[src/rtl/ram_ahb_bist_master.sv]
`default_nettype none
// +----------------------------------------------------------------------------+
// | ram_ahb_bist_master                                                        |
// | AHB-Lite initiator that writes a seeded pattern over an SRAM region, reads |
// | it back and reports pass/fail, a mismatch count and the first bad address. |
// | Optional macro RAM_BIST_INV_PASS_EN adds a second pass with ~pattern.       |
// | Revision: 1.0                                                              |
// +----------------------------------------------------------------------------+
module ram_ahb_bist_master #(
  parameter int AW   = 13,
  parameter int ERRW = 16
) (
  input  logic            HCLK,
  input  logic            HRESETn,
  input  logic            start,
  input  logic [31:0]     base_addr,
  input  logic [AW-2:0]   num_words,
  input  logic [31:0]     seed,
  output logic            busy,
  output logic            done,
  output logic            pass,
  output logic            bus_err,
  output logic [ERRW-1:0] err_count,
  output logic [31:0]     first_err_addr,
  output logic [31:0]     HADDR,
  output logic [1:0]      HTRANS,
  output logic            HWRITE,
  output logic [2:0]      HSIZE,
  output logic [2:0]      HBURST,
  output logic [31:0]     HWDATA,
  input  logic [31:0]     HRDATA,
  input  logic            HREADY,
  input  logic            HRESP
);

  localparam logic [2:0] S_IDLE  = 3'd0;
  localparam logic [2:0] S_WR    = 3'd1;
  localparam logic [2:0] S_RD    = 3'd2;
  localparam logic [2:0] S_DRAIN = 3'd3;
  localparam logic [2:0] S_FIN   = 3'd4;

  localparam logic [1:0]      TR_IDLE   = 2'b00;
  localparam logic [1:0]      TR_NONSEQ = 2'b10;
  localparam logic [AW-2:0]   IDX_ONE   = {{(AW-2){1'b0}}, 1'b1};
  localparam logic [ERRW-1:0] ERR_ONE   = {{(ERRW-1){1'b0}}, 1'b1};

  logic [2:0]      state_q, state_d;
  logic [31:0]     haddr_q, haddr_d;
  logic [1:0]      htrans_q, htrans_d;
  logic            hwrite_q, hwrite_d;
  logic [31:0]     hwdata_q, hwdata_d;
  logic [AW-2:0]   idx_q, idx_d;
  logic [AW-2:0]   num_q, num_d;
  logic [31:0]     base_q, base_d;
  logic [31:0]     seed_q, seed_d;
  logic            inv_q, inv_d;
  logic            dval_q, dval_d;
  logic            dwr_q, dwr_d;
  logic            dinv_q, dinv_d;
  logic [AW-3:0]   didx_q, didx_d;
  logic [31:0]     daddr_q, daddr_d;
  logic            bus_err_q, bus_err_d;
  logic [ERRW-1:0] err_cnt_q, err_cnt_d;
  logic [31:0]     first_err_q, first_err_d;
  logic            result_q, result_d;

  logic            accept;
  logic            last_idx;
  logic            unused_base_lsb;

  function automatic logic [31:0] pat(input logic [31:0] s, input logic [AW-3:0] i,
                                      input logic inv);
    logic [31:0] p;
    p = s ^ {{(34-AW){1'b0}}, i};
    return inv ? ~p : p;
  endfunction

  assign unused_base_lsb = &{1'b0, base_addr[1:0]};
  assign accept          = (htrans_q == TR_NONSEQ) && HREADY;
  assign last_idx        = (idx_q + IDX_ONE) == num_q;

  always_comb begin
    state_d     = state_q;
    haddr_d     = haddr_q;
    htrans_d    = htrans_q;
    hwrite_d    = hwrite_q;
    hwdata_d    = hwdata_q;
    idx_d       = idx_q;
    num_d       = num_q;
    base_d      = base_q;
    seed_d      = seed_q;
    inv_d       = inv_q;
    dval_d      = dval_q;
    dwr_d       = dwr_q;
    dinv_d      = dinv_q;
    didx_d      = didx_q;
    daddr_d     = daddr_q;
    bus_err_d   = bus_err_q;
    err_cnt_d   = err_cnt_q;
    first_err_d = first_err_q;
    result_d    = result_q;

    // A completed data phase retires the pipeline slot unless a new one is accepted.
    if (HREADY) begin
      dval_d   = 1'b0;
      hwdata_d = '0;
    end

    if (dval_q && HREADY && !HRESP && !dwr_q &&
        (HRDATA != pat(seed_q, didx_q, dinv_q))) begin
      if (err_cnt_q != '1) err_cnt_d = err_cnt_q + ERR_ONE;
      if (err_cnt_q == '0) first_err_d = daddr_q;
    end

    if (accept) begin
      dval_d  = 1'b1;
      dwr_d   = hwrite_q;
      dinv_d  = inv_q;
      didx_d  = idx_q[AW-3:0];
      daddr_d = haddr_q;
      if (hwrite_q) hwdata_d = pat(seed_q, idx_q[AW-3:0], inv_q);
    end

    case (state_q)
      S_IDLE: begin
        if (start) begin
          bus_err_d   = 1'b0;
          err_cnt_d   = '0;
          first_err_d = '0;
          result_d    = 1'b0;
          base_d      = {base_addr[31:2], 2'b00};
          num_d       = num_words;
          seed_d      = seed;
          inv_d       = 1'b0;
          idx_d       = '0;
          if (num_words == '0) begin
            state_d = S_FIN;
          end else begin
            state_d  = S_WR;
            htrans_d = TR_NONSEQ;
            hwrite_d = 1'b1;
            haddr_d  = {base_addr[31:2], 2'b00};
          end
        end
      end
      S_WR: begin
        if (accept) begin
          if (last_idx) begin
            state_d  = S_RD;
            idx_d    = '0;
            haddr_d  = base_q;
            hwrite_d = 1'b0;
          end else begin
            idx_d   = idx_q + IDX_ONE;
            haddr_d = haddr_q + 32'd4;
          end
        end
      end
      S_RD: begin
        if (accept) begin
          if (last_idx) begin
`ifdef RAM_BIST_INV_PASS_EN
            if (!inv_q) begin
              state_d  = S_WR;
              inv_d    = 1'b1;
              idx_d    = '0;
              haddr_d  = base_q;
              hwrite_d = 1'b1;
            end else begin
              state_d  = S_DRAIN;
              htrans_d = TR_IDLE;
            end
`else
            state_d  = S_DRAIN;
            htrans_d = TR_IDLE;
`endif
          end else begin
            idx_d   = idx_q + IDX_ONE;
            haddr_d = haddr_q + 32'd4;
          end
        end
      end
      S_DRAIN: begin
        if (HREADY) state_d = S_FIN;
      end
      S_FIN: begin
        state_d  = S_IDLE;
        result_d = 1'b1;
      end
      default: state_d = S_IDLE;
    endcase

    // First ERROR cycle: withdraw the pending address phase and wind down.
    if (dval_q && HRESP && !HREADY) begin
      bus_err_d = 1'b1;
      htrans_d  = TR_IDLE;
      hwrite_d  = 1'b0;
      if (state_q == S_WR || state_q == S_RD) state_d = S_DRAIN;
    end
  end

  always_ff @(posedge HCLK or negedge HRESETn) begin
    if (!HRESETn) begin
      state_q     <= S_IDLE;
      haddr_q     <= '0;
      htrans_q    <= TR_IDLE;
      hwrite_q    <= 1'b0;
      hwdata_q    <= '0;
      idx_q       <= '0;
      num_q       <= '0;
      base_q      <= '0;
      seed_q      <= '0;
      inv_q       <= 1'b0;
      dval_q      <= 1'b0;
      dwr_q       <= 1'b0;
      dinv_q      <= 1'b0;
      didx_q      <= '0;
      daddr_q     <= '0;
      bus_err_q   <= 1'b0;
      err_cnt_q   <= '0;
      first_err_q <= '0;
      result_q    <= 1'b0;
    end else begin
      state_q     <= state_d;
      haddr_q     <= haddr_d;
      htrans_q    <= htrans_d;
      hwrite_q    <= hwrite_d;
      hwdata_q    <= hwdata_d;
      idx_q       <= idx_d;
      num_q       <= num_d;
      base_q      <= base_d;
      seed_q      <= seed_d;
      inv_q       <= inv_d;
      dval_q      <= dval_d;
      dwr_q       <= dwr_d;
      dinv_q      <= dinv_d;
      didx_q      <= didx_d;
      daddr_q     <= daddr_d;
      bus_err_q   <= bus_err_d;
      err_cnt_q   <= err_cnt_d;
      first_err_q <= first_err_d;
      result_q    <= result_d;
    end
  end

  assign busy           = (state_q != S_IDLE) && (state_q != S_FIN);
  assign done           = (state_q == S_FIN);
  assign pass           = ((state_q == S_FIN) || result_q) && (err_cnt_q == '0) && !bus_err_q;
  assign bus_err        = bus_err_q;
  assign err_count      = err_cnt_q;
  assign first_err_addr = first_err_q;
  assign HADDR          = haddr_q;
  assign HTRANS         = htrans_q;
  assign HWRITE         = hwrite_q;
  assign HWDATA         = hwdata_q;
  assign HSIZE          = 3'b010;
  assign HBURST         = 3'b000;

endmodule
`default_nettype wire

[config.mk]
export PLATFORM = sky130hd
export DESIGN_NAME = ram_ahb_bist_master
export DESIGN_NICKNAME = d
export VERILOG_FILES = /design/src/rtl/ram_ahb_bist_master.sv
export SDC_FILE = /design/constraint.sdc
export NUM_CORES = 1
export LEC_CHECK = 0
export ABC_AREA = 1
export BUFFER_PORTS_ARGS = -buffer_cell sky130_fd_sc_hd__buf_2
export CAP_MARGIN = 20
export CORE_MARGIN = 10
export CORE_UTILIZATION = 35
export CTS_BUF_LIST = sky130_fd_sc_hd__clkbuf_4 sky130_fd_sc_hd__clkbuf_8
export CTS_CLUSTER_DIAMETER = 100
export CTS_CLUSTER_SIZE = 24
export DETAILED_ROUTE_END_ITERATION = 16
export PLACE_DENSITY_LB_ADDON = 0.08
export SKIP_CTS_REPAIR_TIMING = 1
export SLEW_MARGIN = 40
export SYNTH_ARGS = -nofsm -noshare
export SYNTH_HDL_FRONTEND = slang
export SYNTH_SLANG_ARGS = --single-unit
[constraint.sdc]
create_clock -name HCLK -period 5 [get_ports HCLK]
set_input_delay 0.5 -clock HCLK [delete_from_list [all_inputs] [get_ports HCLK]]
set_output_delay 0.5 -clock HCLK [all_outputs]
set_load 0.05 [all_outputs]
-- Yosys cells after proc, flatten, opt, wreduce, memory -nomap -nowiden
Cells that the tools add are included.
- add/subtract/negate cells: 3
- bitwise gates (word level): 2
- reduce and logical (&&, ||, !) cells: 34
- equal/unequal tests: 20
- muxes and demuxes: 52
- operator list (cell ; number):
    $mux 32 ; 13
    $pmux 32 s3 ; 1
    $mux 16 ; 4
    $xor 32x11->32 ; 2
    $mux 12 ; 5
    $pmux 12 s3 ; 1
    $add 32x3->32 const B ; 1
    $ne 32x32->1 ; 1
    $mux 3 ; 9
    $ne 3x3->1 const B ; 7
    $add 16x1->16 const B ; 1
    $logic_not 16->1 ; 1
    $ne 16x16->1 const B ; 1
    $reduce_and 5->1 ; 3
    $add 12x1->12 const B ; 1
    $eq 12x12->1 ; 1
    $logic_not 12->1 ; 1
    $pmux 3 s4 ; 1
    $reduce_bool 3->1 ; 4
    $logic_and 1x1->1 ; 10
    $mux 1 ; 10
    $mux 2 ; 5
    $ne 2x2->1 const B ; 5
    $reduce_bool 2->1 ; 4
    other kinds (11) ; 19
- input bits: 113
- register bits after elaboration: 251

-- Logic depth before layout (Yosys ltp)
- word-level depth: 7
- gate-level depth with buffers: 19
- depth with buffers taken out: 17

-- Least setup slack after synthesis
Ideal clock, no wire load.
- path kind: register to output
- from: register state_q[1]
- to: output port pass
- cell stages (with the launch flop): 6
- path buffers: 0
- arrival: 2.851 ns
- path slack: 1.649 ns
- cells stage by stage: dfrtp_1 nor2_1 inv_1 nor2_1 nor2_1 nor3b_1
- cells in the longest elaborated chain, start to end: 4
- ends and longest elaborated chain (item ; RTL line ; text):
    from (decl) ; 47 ; logic [2:0] state_q, state_d;
    from (signal assigned) ; 224 ; state_q <= state_d;
    $eq 3x3->1 ; - ;
    net done ; 20 ; output logic done,
    $logic_or 1x1->1 ; 248 ; assign pass = ((state_q == S_FIN) || result_q) && (err_cnt_q == '0) && !bus_err_q;
    $logic_and 1x1->1 (2 in series) ; 248 ;
    to (decl) ; 21 ; output logic pass,
The timed path passes the listed nets, and every way through them passes these cells.

-- Worst setup path in the final report
- from: register idx_q[1]
- to: register haddr_q[29], in the netlist HADDR[29]
- cells in the longest elaborated chain, start to end: 5
- elaborated cells on any way between the ends: 7
- ends and longest elaborated chain (item ; RTL line ; text):
    from (decl) ; 52 ; logic [AW-2:0] idx_q, idx_d;
    from (signal assigned) ; 229 ; idx_q <= idx_d;
    $add 12x1->12 * ; 80 ; assign last_idx = (idx_q + IDX_ONE) == num_q;
    $eq 12x12->1 * ; 80 ;
    $mux 32 ; 148 ; if (last_idx) begin
    $mux 32 ; 147 ; if (accept) begin
    $pmux 32 s3 ; 124 ; case (state_q)
    to (signal assigned) ; 225 ; haddr_q <= haddr_d;
    to (decl) ; 48 ; logic [31:0] haddr_q, haddr_d;
Mark *: on every way between the ends. The rest lies on a longest branch, timed or not. The select of a mux whose other input is x is not followed.
A chain may end at the register's enable or synchronous reset.

==> flow_summary.ini <==
[synth]
synth_edf_count = 0
synth-compound-area-share = 0.0688
synth_top_family_by_area = simple AND/OR/NAND/NOR gates
synth_top_area_frac = 0.464
synth_area_um2 = 13300
synth.area.mux_share = 0
yosysSeqAreaShare = 0.464
synth_fa_ha_area_frac = 0.00377
yosysTopAreaCell = dfrtp_1
synth_seq_cells = 246
synth.area.top_cells = dfrtp_1 46%, nand2_1 19%, inv_1 5.5%
synth_cell_types = 41
yosys.area_share.simple = 0.322
async_reset_ff_frac = 1.00
avgSynthCellArea_um2 = 7.37
synthXorXnorAreaFrac = 0.0535
syn_inst = 1801
ys_warn_count = 0
synth-main-ff-cell = dfrtp_1

[clock_tree]
cts_tree = done
clkLatencyLatePin_ns = 0.55
clock_path_buffers = 3
clock_sinks = 246
clkTransAtPathRegs_ns = 0.15
cts_buffers = 15
htree_levels = 1
root_buffer = clkbuf_8

[cells_and_area]
final_common_cell = nand2_1
area_delta_synth_final_pct = 14.3
num-fill-cells = 4052
drive_gt1_frac = 0.155
mostFrequentLayoutCells = 683 x nand2_1, 246 x dfrtp_1, 225 x buf_2
nNetsFinal = 2109

[global_route]
globalRouteMet3Util = 0.0309
grt_max_degree = 108
busiest_layer = met2
use_met2 = 0.276
antenna_found_initial = 0
grt_pass1_wl_um = 68200
gr-usage-met1 = 0.268
grt_pass1_vias = 11500
grtUsageTotal = 0.181
grt_remaining_overflow = 0

[setup_path]
crit_fanout = 31
cp-start-kind = register
slowest_stage = dfrtp_1
worstPathCellList = ha_1 > nand2_1 > nor2_4 > nand2_1 > nand3_1 > inv_1 > nor2_1 > nand2_1 > nor2_4 > nand4_1 > nand2_2 > nor2_2 > buf_4 > inv_2 > nand2_1 > nand2_1
end_kind = register
cp.arrival_ns = 4.13
max_stage_delay_ns = 0.53
crit_path_frequent_cell = nand2_1
path_class = register to register
cp.required_ns = 5.49

[power]
swShare = 0.520
p_per_area_nw_per_um2 = 595
power_frac_comb = 0.507
p_switching_mw = 4.68
p_clk_frac = 0.113
max-vdd-ir-drop_uv = 305
p_int_mw = 4.33
pwr-share-seq = 0.381
p_leak_nw = 8.15

[timing]
drv_slew = 0
rsz0062_at_grt = no
setup_viol = 0
worst_slack_ns = 1.36
max_slew_margin = 0.522
max_freq_mhz = 275
tightestPinTransition_ns = 0.711
fin_crit_sh = 0.727
finClkSkew_ns = 0.0209
period_needed_ns = 3.64
finalHoldViolations = 0
fin_setup_tns_ns = 0

[status]
outcome = finished clean

[die]
fp.coreArea_um2 = 37500
boundaryPins = 238
fp.dieW_um = 215
fp-row-count = 71
dieArea_um2 = 46100
start_util = 0.354
die_y_um = 215

[drt]
wl_per_cell_um = 17.2
firstDrtPassIters = 6
postRouteAntennaNets = 0
wl_um = 43100
drtIter0Drc = 866
drcViolationCount = 0
via_per_inst = 4.75
dr_total_vias = 11900

[hold_path]
hp-class = input pin to register

[placed_design]
port_buffers = 226
hpwl_um = 31600
place_ws_ns = 1.43
gp_congestion = 0.889

[run]
drv_cap = 0
## Yosys cell counts, drive strengths merged (11+ instances only)
library cell and instances:
clkbuf 42, o21ai 108, nand4 41, a32o 21, nand3 86, nor2 162, a21oi 20, nor4 11
buf 40, xor2 37, dfrtp 246, nor3 22, nand2 695, xnor2 44, inv 198
## metrics by stage
stage / util / power (mW) / hold WS, ns / area [um2] / cells
finish: 0.404 / 9.01 / 0.140 / 15200 / 2509
global route: 0.404 / 9.78 / 0.0882 / 15200 / 2508
CTS: 0.403 / 9.10 / -0.0129 / 15100 / 2506
detailed placement: 0.396 / 8.06 / 0.459 / 14800 / 2484
global placement: 0.396 / 8.03 / 0.457 / 14800 / 2484
floorplan: - / 6.72 / 0.204 / 13300 / 1808
## critical path: cells and delay by family, from the launching register on
| family | cells | cell delay, ns |
|---|---|---|
| fa+ha+maj | 1 | 0.26 |
| flops | 1 | 0.53 |
| buf+inv | 3 | 0.79 |
| simple gates | 12 | 1.97 |
## power by group through the flow
stage                     Sequential (mW)  Clock, mW  Combinational (mW)
after global routing                 3.54       1.14                5.11
after detailed placement             3.48          0                4.58
after floorplan                      4.13          0                2.59
final                                3.43       1.02                4.57
after global placement               3.47          0                4.56
after CTS                            3.43       1.07                4.60
## cell type report
| type | count | area, um2 | area share |
|---|---|---|---|
| inverters | 201 | 754 | 0.0498 |
| multi-input cells | 1279 | 6000 | 0.396 |
| flip-flops and latches | 246 | 6160 | 0.406 |
| clock inverters | 6 | 53.8 | 0.00355 |
| well taps | 511 | 639 | 0.0422 |
| diodes | 1 | 2.50 | 0.000165 |
| repair buffers | 249 | 1340 | 0.0881 |
| clock buffers | 16 | 220 | 0.0145 |
## final timing paths
check,slack (ns),endpoint,cells after the start,from
max in group asynchronous,3.34,HADDR[17],4,HRESETn
worst max register to register,1.36,HADDR[29],16,idx_q[1]
worst min-delay path,0.14,seed_q[30],3,seed[30]
min in group asynchronous,0.41,seed_q[19],2,HRESETn
worst max-delay path,1.36,HADDR[29],16,idx_q[1]
worst min register to register,0.49,base_q[2],2,base_q[2]
## cells by family (layout without fill, tap and decap cells)
| kind of cell | after synthesis | in the layout |
|---|---|---|
| adders and majority gates | 4 | 4 |
| other | 2 | 10 |
| buffers and inverters | 283 | 472 |
| DFF | 246 | 246 |
| xor gates and xnor gates | 81 | 81 |
| AOI/OAI and AO/OA | 157 | 157 |
| and+or+nand+nor | 1028 | 1028 |
## flip-flops by register name (all words and copies together) (netlist names)
signal,cells
daddr_q,30
HTRANS,1
bus_err,1
base_q,30
dval_q,1
result_q,1
HWDATA,32
num_q,12
idx_q,12
didx_q,11
HADDR,30
dwr_q,1
HWRITE,1
state_q,3
first_err_addr,32
err_count,16
seed_q,32
## routing by layer
layer  vias to the layer above  part of all wire
met2                       325              0.44
met5                         -                 0
met3                        28             0.059
met4                         0             0.010
li1                       5984                 -
met1                      5577              0.50
No activity file was read; power rests on OpenSTA's default activity.
